===== config.mk =====
export PLATFORM = sky130hd
export DESIGN_NAME = btn_encoder
export DESIGN_NICKNAME = d
export VERILOG_FILES = /design/src/rtl/btn_enc_pkg.sv /design/src/rtl/btn_debounce.sv /design/src/rtl/btn_encoder.sv
export SDC_FILE = /design/constraint.sdc
export NUM_CORES = 1
export LEC_CHECK = 0
export ABC_AREA = 1
export CORE_MARGIN = 3
export CORE_UTILIZATION = 45
export DETAILED_ROUTE_END_ITERATION = 10
export DONT_BUFFER_PORTS = 1
export HOLD_SLACK_MARGIN = 0.06
export SYNTH_ARGS = -nofsm -noshare
export SYNTH_HDL_FRONTEND = slang
export SYNTH_HIERARCHICAL = 1
export SYNTH_SLANG_ARGS = --single-unit

===== constraint.sdc =====
create_clock -name clk -period 3.3 [get_ports clk]
set_input_delay 0.33 -clock clk [delete_from_list [all_inputs] [get_ports clk]]
set_output_delay 0.33 -clock clk [all_outputs]
set_load 0.05 [all_outputs]

===== src/rtl/btn_enc_pkg.sv =====
// btn_enc_pkg: shared constants, FSM state type and helpers for the
// button encoder front-end.
package btn_enc_pkg;

    localparam int NUM_BTN = 4;

    typedef enum logic {
        IDLE = 1'b0,
        LOCK = 1'b1
    } btn_enc_state_t;

    // True when at most one bit of v is set.
    function automatic logic onehot_or_zero(input logic [NUM_BTN-1:0] v);
        int unsigned n;
        n = 0;
        for (int i = 0; i < NUM_BTN; i++) begin
            n = n + 32'(v[i]);
        end
        return (n <= 1);
    endfunction

endpackage


===== src/rtl/btn_debounce.sv =====
// btn_debounce: one button line. A 2-flop synchroniser feeds a
// debouncer that only moves its level after DEBOUNCE_CYCLES consecutive
// synchronised samples disagree with it.
module btn_debounce #(
    parameter int DEBOUNCE_CYCLES = 4
) (
    input  logic clk,
    input  logic rst,
    input  logic raw,
    output logic deb
);

    localparam int CW = $clog2(DEBOUNCE_CYCLES + 1);

    logic          s1;
    logic          s;
    logic [CW-1:0] cnt;

    // Two-stage synchroniser for the asynchronous button level.
    always_ff @(posedge clk) begin
        if (rst) begin
            s1 <= 1'b0;
            s  <= 1'b0;
        end else begin
            s1 <= raw;
            s  <= s1;
        end
    end

    // Stability counter: any agreement restarts the count, so a glitch
    // shorter than DEBOUNCE_CYCLES samples never reaches the level.
    always_ff @(posedge clk) begin
        if (rst) begin
            cnt <= '0;
            deb <= 1'b0;
        end else if (s == deb) begin
            cnt <= '0;
        end else if (cnt == CW'(DEBOUNCE_CYCLES - 1)) begin
            deb <= s;
            cnt <= '0;
        end else begin
            cnt <= cnt + 1'b1;
        end
    end

endmodule


===== src/rtl/btn_encoder.sv =====
// btn_encoder: debounces four raw buttons and turns each accepted press
// into a one-cycle one-hot btn strobe, or a one-cycle invalid strobe for
// a multi-button press. After a press the encoder stays locked (busy)
// until every button is released.
// Optional feature: define BTN_ENC_REPEAT_EN to re-emit the held single
// button every REPEAT_CYCLES cycles while locked.
//
// Output contract: btn and invalid are registered, fire-and-forget
// strobes with no handshake; the consumer samples them every cycle and
// they are never high together. busy reflects the FSM state (LOCK).
module btn_encoder
    import btn_enc_pkg::*;
#(
    parameter int DEBOUNCE_CYCLES = 4,
    parameter int REPEAT_CYCLES   = 50
) (
    input  logic               clk,
    input  logic               rst,
    input  logic [NUM_BTN-1:0] raw_btn,
    output logic [NUM_BTN-1:0] btn,
    output logic               invalid,
    output logic               busy
);

    logic [NUM_BTN-1:0] deb;
    logic [NUM_BTN-1:0] deb_q;
    logic [NUM_BTN-1:0] rise;
    logic [NUM_BTN-1:0] btn_n;
    logic               invalid_n;
    btn_enc_state_t     state;
    btn_enc_state_t     state_n;

    for (genvar i = 0; i < NUM_BTN; i++) begin : g_deb
        btn_debounce #(
            .DEBOUNCE_CYCLES(DEBOUNCE_CYCLES)
        ) u_deb (
            .clk(clk),
            .rst(rst),
            .raw(raw_btn[i]),
            .deb(deb[i])
        );
    end

    assign rise = deb & ~deb_q;
    assign busy = (state == LOCK);

`ifdef BTN_ENC_REPEAT_EN
    localparam int RW = $clog2(REPEAT_CYCLES);

    logic [RW-1:0] rcnt;
    logic [RW-1:0] rcnt_n;
`else
    // Parameter kept for a uniform interface; no repeat logic is built.
    logic unused_repeat;
    assign unused_repeat = (REPEAT_CYCLES > 1);
`endif

    // State, strobe and history registers.
    always_ff @(posedge clk) begin
        if (rst) begin
            state   <= IDLE;
            btn     <= '0;
            invalid <= 1'b0;
            deb_q   <= '0;
`ifdef BTN_ENC_REPEAT_EN
            rcnt    <= '0;
`endif
        end else begin
            state   <= state_n;
            btn     <= btn_n;
            invalid <= invalid_n;
            deb_q   <= deb;
`ifdef BTN_ENC_REPEAT_EN
            rcnt    <= rcnt_n;
`endif
        end
    end

    // Next-state and strobe decode; strobes default low so each lasts
    // exactly one cycle.
    always_comb begin
        state_n   = state;
        btn_n     = '0;
        invalid_n = 1'b0;
`ifdef BTN_ENC_REPEAT_EN
        rcnt_n    = '0;
`endif
        case (state)
            IDLE: begin
                // Any rise implies deb is nonzero, so onehot_or_zero here
                // means exactly one button is down.
                if (rise != '0) begin
                    if (onehot_or_zero(deb)) begin
                        btn_n = deb;
                    end else begin
                        invalid_n = 1'b1;
                    end
                    state_n = LOCK;
                end
            end
            LOCK: begin
                if (deb == '0) begin
                    state_n = IDLE;
                end
`ifdef BTN_ENC_REPEAT_EN
                else if (onehot_or_zero(deb) && (deb == deb_q)) begin
                    if (rcnt == RW'(REPEAT_CYCLES - 1)) begin
                        btn_n  = deb;
                        rcnt_n = '0;
                    end else begin
                        rcnt_n = rcnt + 1'b1;
                    end
                end
`endif
            end
            default: begin
                state_n = IDLE;
            end
        endcase
    end

endmodule

==> results of run 1 <==
==> worst max-delay path, delay by kind of cell, from the launching register on <==
kind / cells / cell delay (ns)
buffers and inverters: 1 / 0.12
DFF: 1 / 0.39
and+or+nand+nor: 2 / 0.13
AOI/OAI and AO/OA: 1 / 0.25
adders and majority gates: 1 / 0.51
==> cell type report <==
| type | count | area [um^2] |
|---|---|---|
| inverters | 40 | 150 |
| clock buffers | 6 | 51.3 |
| flip-flops and latches | 34 | 681 |
| well taps | 31 | 38.8 |
| fillers | 271 | 1330 |
| repair buffers | 4 | 40.0 |
| multi-input cells | 81 | 488 |
==> routing by layer <==
metal  global-route usage [%]  vias to the layer above  part of all wire, %
li1                         -                      468                    -
met1                     13.4                      377                   46
met2                     19.9                       18                   47
met3                     6.70                        4                  5.3
met4                     6.65                        0                  1.7
met5                        0                        -                    0
==> cell usage in the layout (no fill, tap or decap), drive strengths merged <==
cell         Yosys  layout
clkbuf           0       6
dfxtp           34      34
dlygate4sd3      0       4
fa               1       1
ha               9       9
inv             40      40
nand2           16      16
nand3            8       8
nor2            42      42
nor3             4       4
o21a             1       1
==> report_power, final <==
group	total, mW	internal, mW	switching, mW
Clock	0.216	0.0959	0.120
Combinational	0.0196	0.00865	0.0109
Sequential	0.419	0.416	0.00277
Total	0.654	0.521	0.133
==> registers in the layout (all words and copies together) (netlist names) <==
signal and count:
g_deb.u_deb/cnt 12, invalid 1, btn 4, g_deb.u_deb/deb 4
busy 1, g_deb.u_deb/s 4, g_deb.u_deb/s1 4, deb_q 4
==> metrics by stage <==
step	cell area, um^2	power, mW	hold slack (ns)	worst slack, ns
floorplan	1320	0.439	0.388	1.90
global placement	1360	0.440	0.389	1.85
detailed placement	1360	0.441	0.394	1.82
CTS	1430	0.662	0.0626	1.80
global route	1450	0.691	0.0699	1.74
finish	1450	0.654	0.0991	1.80
==> worst paths after layout <==
| check | startpoint | end | slack, ns | cells past startpoint |
|---|---|---|---|---|
| max reg2reg | g_deb[0].u_deb/deb$_SDFFE_PP0P_ | btn[0]$_SDFF_PP0_ | 1.80 | 5 |
| min reg2reg | g_deb[3].u_deb/s1$_SDFF_PP0_ | g_deb[3].u_deb/s$_SDFF_PP0_ | 0.41 | 2 |
| max | g_deb[0].u_deb/deb$_SDFFE_PP0P_ | btn[0]$_SDFF_PP0_ | 1.80 | 5 |
| min | raw_btn[3] | g_deb[3].u_deb/s1$_SDFF_PP0_ | 0.1 | 2 |
==> cell families after synthesis <==
group,share of synthesized area [%]
simple gates,25.8
flops,51.6
compound gates,1.14
buf+inv,11.4
fa+ha+maj,10.1
==> repair_timing <==
item / in CTS / in global routing
setup endpoints to repair: 0 / 0
hold endpoints to repair: 11 / 3
hold buffers: 2 / 2
==> results.py, run 1 <==
metrics = {
    "logic_synthesis": {
        "synth-seq-cells": 34,
        "synth_edf_count": 0,
        "ys_top_cells_by_count": "inv_1, nor2_1, dfxtp_1",
        "synthMostInstantiatedCell": "inv_1",
        "synth_fp_nets": 171,
        "syn_area_um2": 1320,
        "synth_area_leader_cell": "dfxtp_1",
        "yosys-top-cells-area": "dfxtp_1, inv_1, nor2_1",
        "ys_seq_area_share_pct": 51.6,
        "syn_inst": 155,
        "synth.top_cell.area_share_pct": 51.6,
        "synthFlopType": "dfxtp_1",
        "yosysUniqueCellTypes": 15,
        "async_flop_share_pct": 0,
        "yosysWarningCount": 6,
        "avgSynthCellArea_um2": 8.51,
    },
    "finish": {
        "antenna_cells": 0,
        "drive_gt1_share_pct": 12.7,
        "areaGrowthSynthToFinish_pct": 9.87,
        "nNetsFinal": 182,
        "final_util_pct": 52.1,
        "fin_cells": 196,
    },
    "route": {
        "dr_total_vias": 867,
        "drc_errors": 0,
        "wl_um": 1840,
        "dr.pass1.iters": 4,
        "avgRoutedWirePerCell_um": 9.36,
        "ant_nets": 0,
        "vias_per_cell": 4.42,
        "drt_iter0_markers": 28,
    },
    "floorplan": {
        "rows": 19,
        "die-area_um2": 3620,
        "chipHeight_um": 60.1,
        "coreArea_um2": 2780,
        "ioPinCount": 12,
        "die_w_um": 60.1,
        "start_util_pct": 47.4,
    },
    "setup_path": {
        "critPathKind": "flop to flop",
        "worst_ep_required_time_ns": 3.52,
        "crit_path_top_delay_cell": "fa_1",
        "worstPathCellList": "inv_1 -> fa_1 -> o21a_4 -> nand3_4 -> nor2_1",
        "arrival_ns": 1.72,
        "cp_slowest_stage_delay_ns": 0.51,
        "startpoint_type": "flop",
        "critical_path.endpoint_type": "flop",
        "worst-path-max-fanout": 5,
    },
    "global_route": {
        "grt_pass1_vias": 771,
        "grtUsageTotal_pct": 12.6,
        "antenna_found_initial": 0,
        "grt_max_degree": 13,
        "grt-ovfl-total": 0,
        "grt_pass1_wl_um": 3150,
    },
    "sta": {
        "fin_crit_ns": 1.50,
        "fmax_mhz": 667,
        "rsz0062_at_grt": "false",
        "slew_violations": 0,
        "fin_worst_skew_ns": 0.00340,
        "finalCritPeriodShare_pct": 45.4,
        "slew_headroom_pct": 57.9,
        "setup_viol": 0,
        "worst_slew_pin_slew_ns": 0.631,
        "tns_ns": 0,
        "hold_viol": 0,
    },
    "clock_network": {
        "cts_tree": "yes",
        "post-cts-setup-buffers": 0,
        "cts_buffers": 5,
        "clk_latency_ns": 0.32,
        "clockRootBuffer": "clkbuf_4",
        "cts_buffer_depth": 2,
        "htreeDepth": 2,
        "cts.reportedPaths.clkPinSlew_ns": 0.09,
        "post_cts_resized": 0,
        "cts.sinks": 34,
    },
    "run": {
        "maxCapViolCount": 0,
    },
    "pwr": {
        "vdd_ir_drop_max_mv": 0.349,
        "powerDensity_nw_per_um2": 451,
        "power.leakage_nw": 0.611,
    },
    "placed_design": {
        "gp_congestion": 0.844,
        "dp.final_hpwl_um": 1250,
        "numPortBuffers": 0,
        "dp.cells": 186,
    },
    "run_status": {
        "status": "finished, final reports clean",
    },
    "hold_path": {
        "hold_path_class": "primary input to flop",
    },
}
No activity file was read; power rests on OpenSTA's default activity.
==> run 2: changes to the inputs <==
ABC_AREA = 0   (was 1)
clock period = 1.5 ns   (was 3.3 ns; I/O delays follow)
==> run 2 against run 1 <==
  * Sequential power up 120%
  * Power up 120%
  * Combinational power up 140%
  * Count of clock-buffer cells in the layout up 1
  * Clock power up 130%
  * Final cell count down 23%
  * Critical endpoint is now invalid$_SDFF_PP0_
  * Largest power group unchanged
  * Highest routed layer unchanged
==> results.py, run 2 <==
metrics = {
    "run_status": {
        "status": "finished, final reports clean",
    },
    "floorplan": {
        "die_w_um": 58.4,
        "chipHeight_um": 58.4,
        "coreArea_um2": 2540,
        "die-area_um2": 3410,
        "ioPinCount": 12,
        "start_util_pct": 48.6,
        "rows": 18,
    },
    "logic_synthesis": {
        "syn_area_um2": 1240,
        "syn_inst": 104,
        "avgSynthCellArea_um2": 11.9,
        "ys_top_cells_by_count": "dfxtp_1, nor2b_1",
        "synth_edf_count": 0,
        "synth_area_leader_cell": "dfxtp_1",
        "synthFlopType": "dfxtp_1",
        "async_flop_share_pct": 0,
        "yosys-top-cells-area": "dfxtp_1, ha_1, nor2b_1",
        "synth-seq-cells": 34,
        "synthMostInstantiatedCell": "dfxtp_1",
        "synth_fp_nets": 120,
        "yosysWarningCount": 6,
        "yosysUniqueCellTypes": 16,
        "synth.top_cell.area_share_pct": 55.1,
        "ys_seq_area_share_pct": 55.1,
    },
    "finish": {
        "areaGrowthSynthToFinish_pct": 14.9,
        "antenna_cells": 0,
        "drive_gt1_share_pct": 15.8,
        "layout_common_cells": "dfxtp_1, nor2b_1",
        "largest_reg_flops": 12,
        "fillers": 218,
        "fin_cells": 150,
        "largest-register": "g_deb.u_deb/cnt",
        "nNetsFinal": 135,
        "layout_commonest_cell": "dfxtp_1",
    },
    "global_route": {
        "grtUsageTotal_pct": 12.8,
        "grt_max_degree": 31,
        "grt_pass1_wl_um": 3240,
        "antenna_found_initial": 0,
        "grt-ovfl-total": 0,
        "grt_pass1_vias": 779,
    },
    "route": {
        "dr.pass1.iters": 3,
        "ant_nets": 0,
        "vias_per_cell": 4.99,
        "drt_iter0_markers": 10,
        "wl_um": 1740,
        "dr_total_vias": 749,
        "drc_errors": 0,
        "avgRoutedWirePerCell_um": 11.6,
    },
    "clock_network": {
        "clockRootBuffer": "clkbuf_4",
        "clk_latency_ns": 0.32,
        "post-cts-setup-buffers": 0,
        "cts_buffers": 5,
        "cts.sinks": 34,
        "cts.reportedPaths.clkPinSlew_ns": 0.09,
        "cts_tree": "yes",
        "htreeDepth": 2,
        "cts_buffer_depth": 2,
    },
    "sta": {
        "hold_viol": 0,
        "fin_crit_ns": 1.36,
        "worst_slew_pin_slew_ns": 0.494,
        "fin_worst_skew_ns": 0.00667,
        "tns_ns": 0,
        "rsz0062_at_grt": "false",
        "fmax_mhz": 733,
        "finalCritPeriodShare_pct": 90.9,
        "setup_viol": 0,
        "slew_headroom_pct": 67.0,
        "slew_violations": 0,
    },
    "setup_path": {
        "crit_cells": 4,
        "critical_path.endpoint_type": "flop",
        "crit_path_top_delay_cell": "fa_1",
        "worst-path-max-fanout": 5,
        "worst_ep_required_time_ns": 1.77,
        "critPathKind": "flop to flop",
        "r2r_slack_ns": 0.14,
        "cp_num_buf_inv": 1,
        "r2r_cells": 4,
        "cp_slowest_stage_delay_ns": 0.46,
        "startpoint_type": "flop",
        "cp_top_family": "adder cells",
        "worstPathCellList": "inv_1 -> fa_1 -> o21ai_2 -> nor2b_1",
        "arrival_ns": 1.63,
    },
    "pwr": {
        "pwr-share-clk_pct": 33.9,
        "p_int_mw": 1.17,
        "power.leakage_nw": 0.526,
        "pwr-share-seq_pct": 62.8,
        "powerDensity_nw_per_um2": 1030,
        "swShare_pct": 20.4,
        "p_comb_share_pct": 3.2,
        "p_sw_mw": 0.298,
        "vdd_ir_drop_max_mv": 0.979,
    },
    "placed_design": {
        "dp.cells": 137,
        "numPortBuffers": 0,
        "gp_congestion": 0.697,
    },
    "hold_path": {
        "whs_path_depth": 2,
        "hold_path_class": "primary input to flop",
    },
    "run": {
        "maxCapViolCount": 0,
    },
}
run 2: cells by family (layout without fill, tap and decap cells):
| family | Yosys count | count (layout) | share of synthesized area [%] |
|---|---|---|---|
| and+or+nand+nor | 39 | 39 | 21.6 |
| DFF | 34 | 34 | 55.1 |
| adders and majority gates | 10 | 10 | 10.7 |
| muxes | 4 | 4 | 3.24 |
| buffers and inverters | 9 | 25 | 2.73 |
| AOI/OAI and AO/OA | 4 | 4 | 3.85 |
| xor gates and xnor gates | 4 | 4 | 2.83 |
run 2: routing by layer:
metal | part of all wire [%] | GRT usage, % | vias to the layer above
met5 | 0 | 0 | -
met4 | 2.3 | 7.95 | 0
met1 | 46 | 13.7 | 338
li1 | - | - | 389
met2 | 45 | 20.3 | 17
met3 | 6.8 | 6.14 | 5
run 2: worst register-to-register path, cell delays in order (launching register included):
cell and delay, ns:
dfxtp_1 0.39, inv_1 0.11, fa_1 0.46, o21ai_2 0.21, nor2b_1 0.15
run 2: timing repair:
action / 4_1_cts / 5_1_grt
hold buffers: 5 / 0
endpoints found under the setup margin: 0 / 5
resized for setup: 0 / 1
hold endpoints to repair: 34 / 0
run 2: final cells by class:
type | count | area, um^2 | share of cell area, %
flip-flops and latches | 34 | 681 | 47.9
repair buffers | 8 | 82.6 | 5.81
clock buffers | 7 | 55.1 | 3.88
multi-input cells | 61 | 526 | 37.0
well taps | 30 | 37.5 | 2.64
clock inverters | 1 | 5.00 | 0.352
inverters | 9 | 33.8 | 2.38
run 2: per-stage QoR:
step,cell area [um^2],hold slack (ns),setup WS (ns),power [mW],util (%)
3_3_place_gp,1300,0.221,0.108,0.963,50.9
2_1_floorplan,1240,0.217,0.135,0.960,-
5_1_grt,1420,0.0684,0.0382,1.53,55.8
6_report,1420,0.0756,0.137,1.47,55.8
3_5_place_dp,1300,0.221,0.0599,0.965,50.9
4_1_cts,1420,0.0697,0.0522,1.49,55.7
run 2: final timing paths:
| check | to | startpoint |
|---|---|---|
| hold / removal | deb_q[1]$_SDFF_PP0_ | rst |
| setup reg to reg | invalid$_SDFF_PP0_ | g_deb[3].u_deb/deb$_SDFFE_PP0P_ |
| setup / recovery | invalid$_SDFF_PP0_ | g_deb[3].u_deb/deb$_SDFFE_PP0P_ |
| hold reg to reg | g_deb[3].u_deb/cnt[0]$_SDFF_PP0_ | g_deb[3].u_deb/cnt[0]$_SDFF_PP0_ |
run 2: power by group through the flow:
stage	combinational [mW]	sequential, mW	clock [mW]
after floorplan	0.0197	0.941	0
after global placement	0.0210	0.942	0
after detailed placement	0.0223	0.942	0
after CTS	0.0488	0.922	0.521
after global routing	0.0534	0.923	0.555
final	0.0474	0.921	0.497
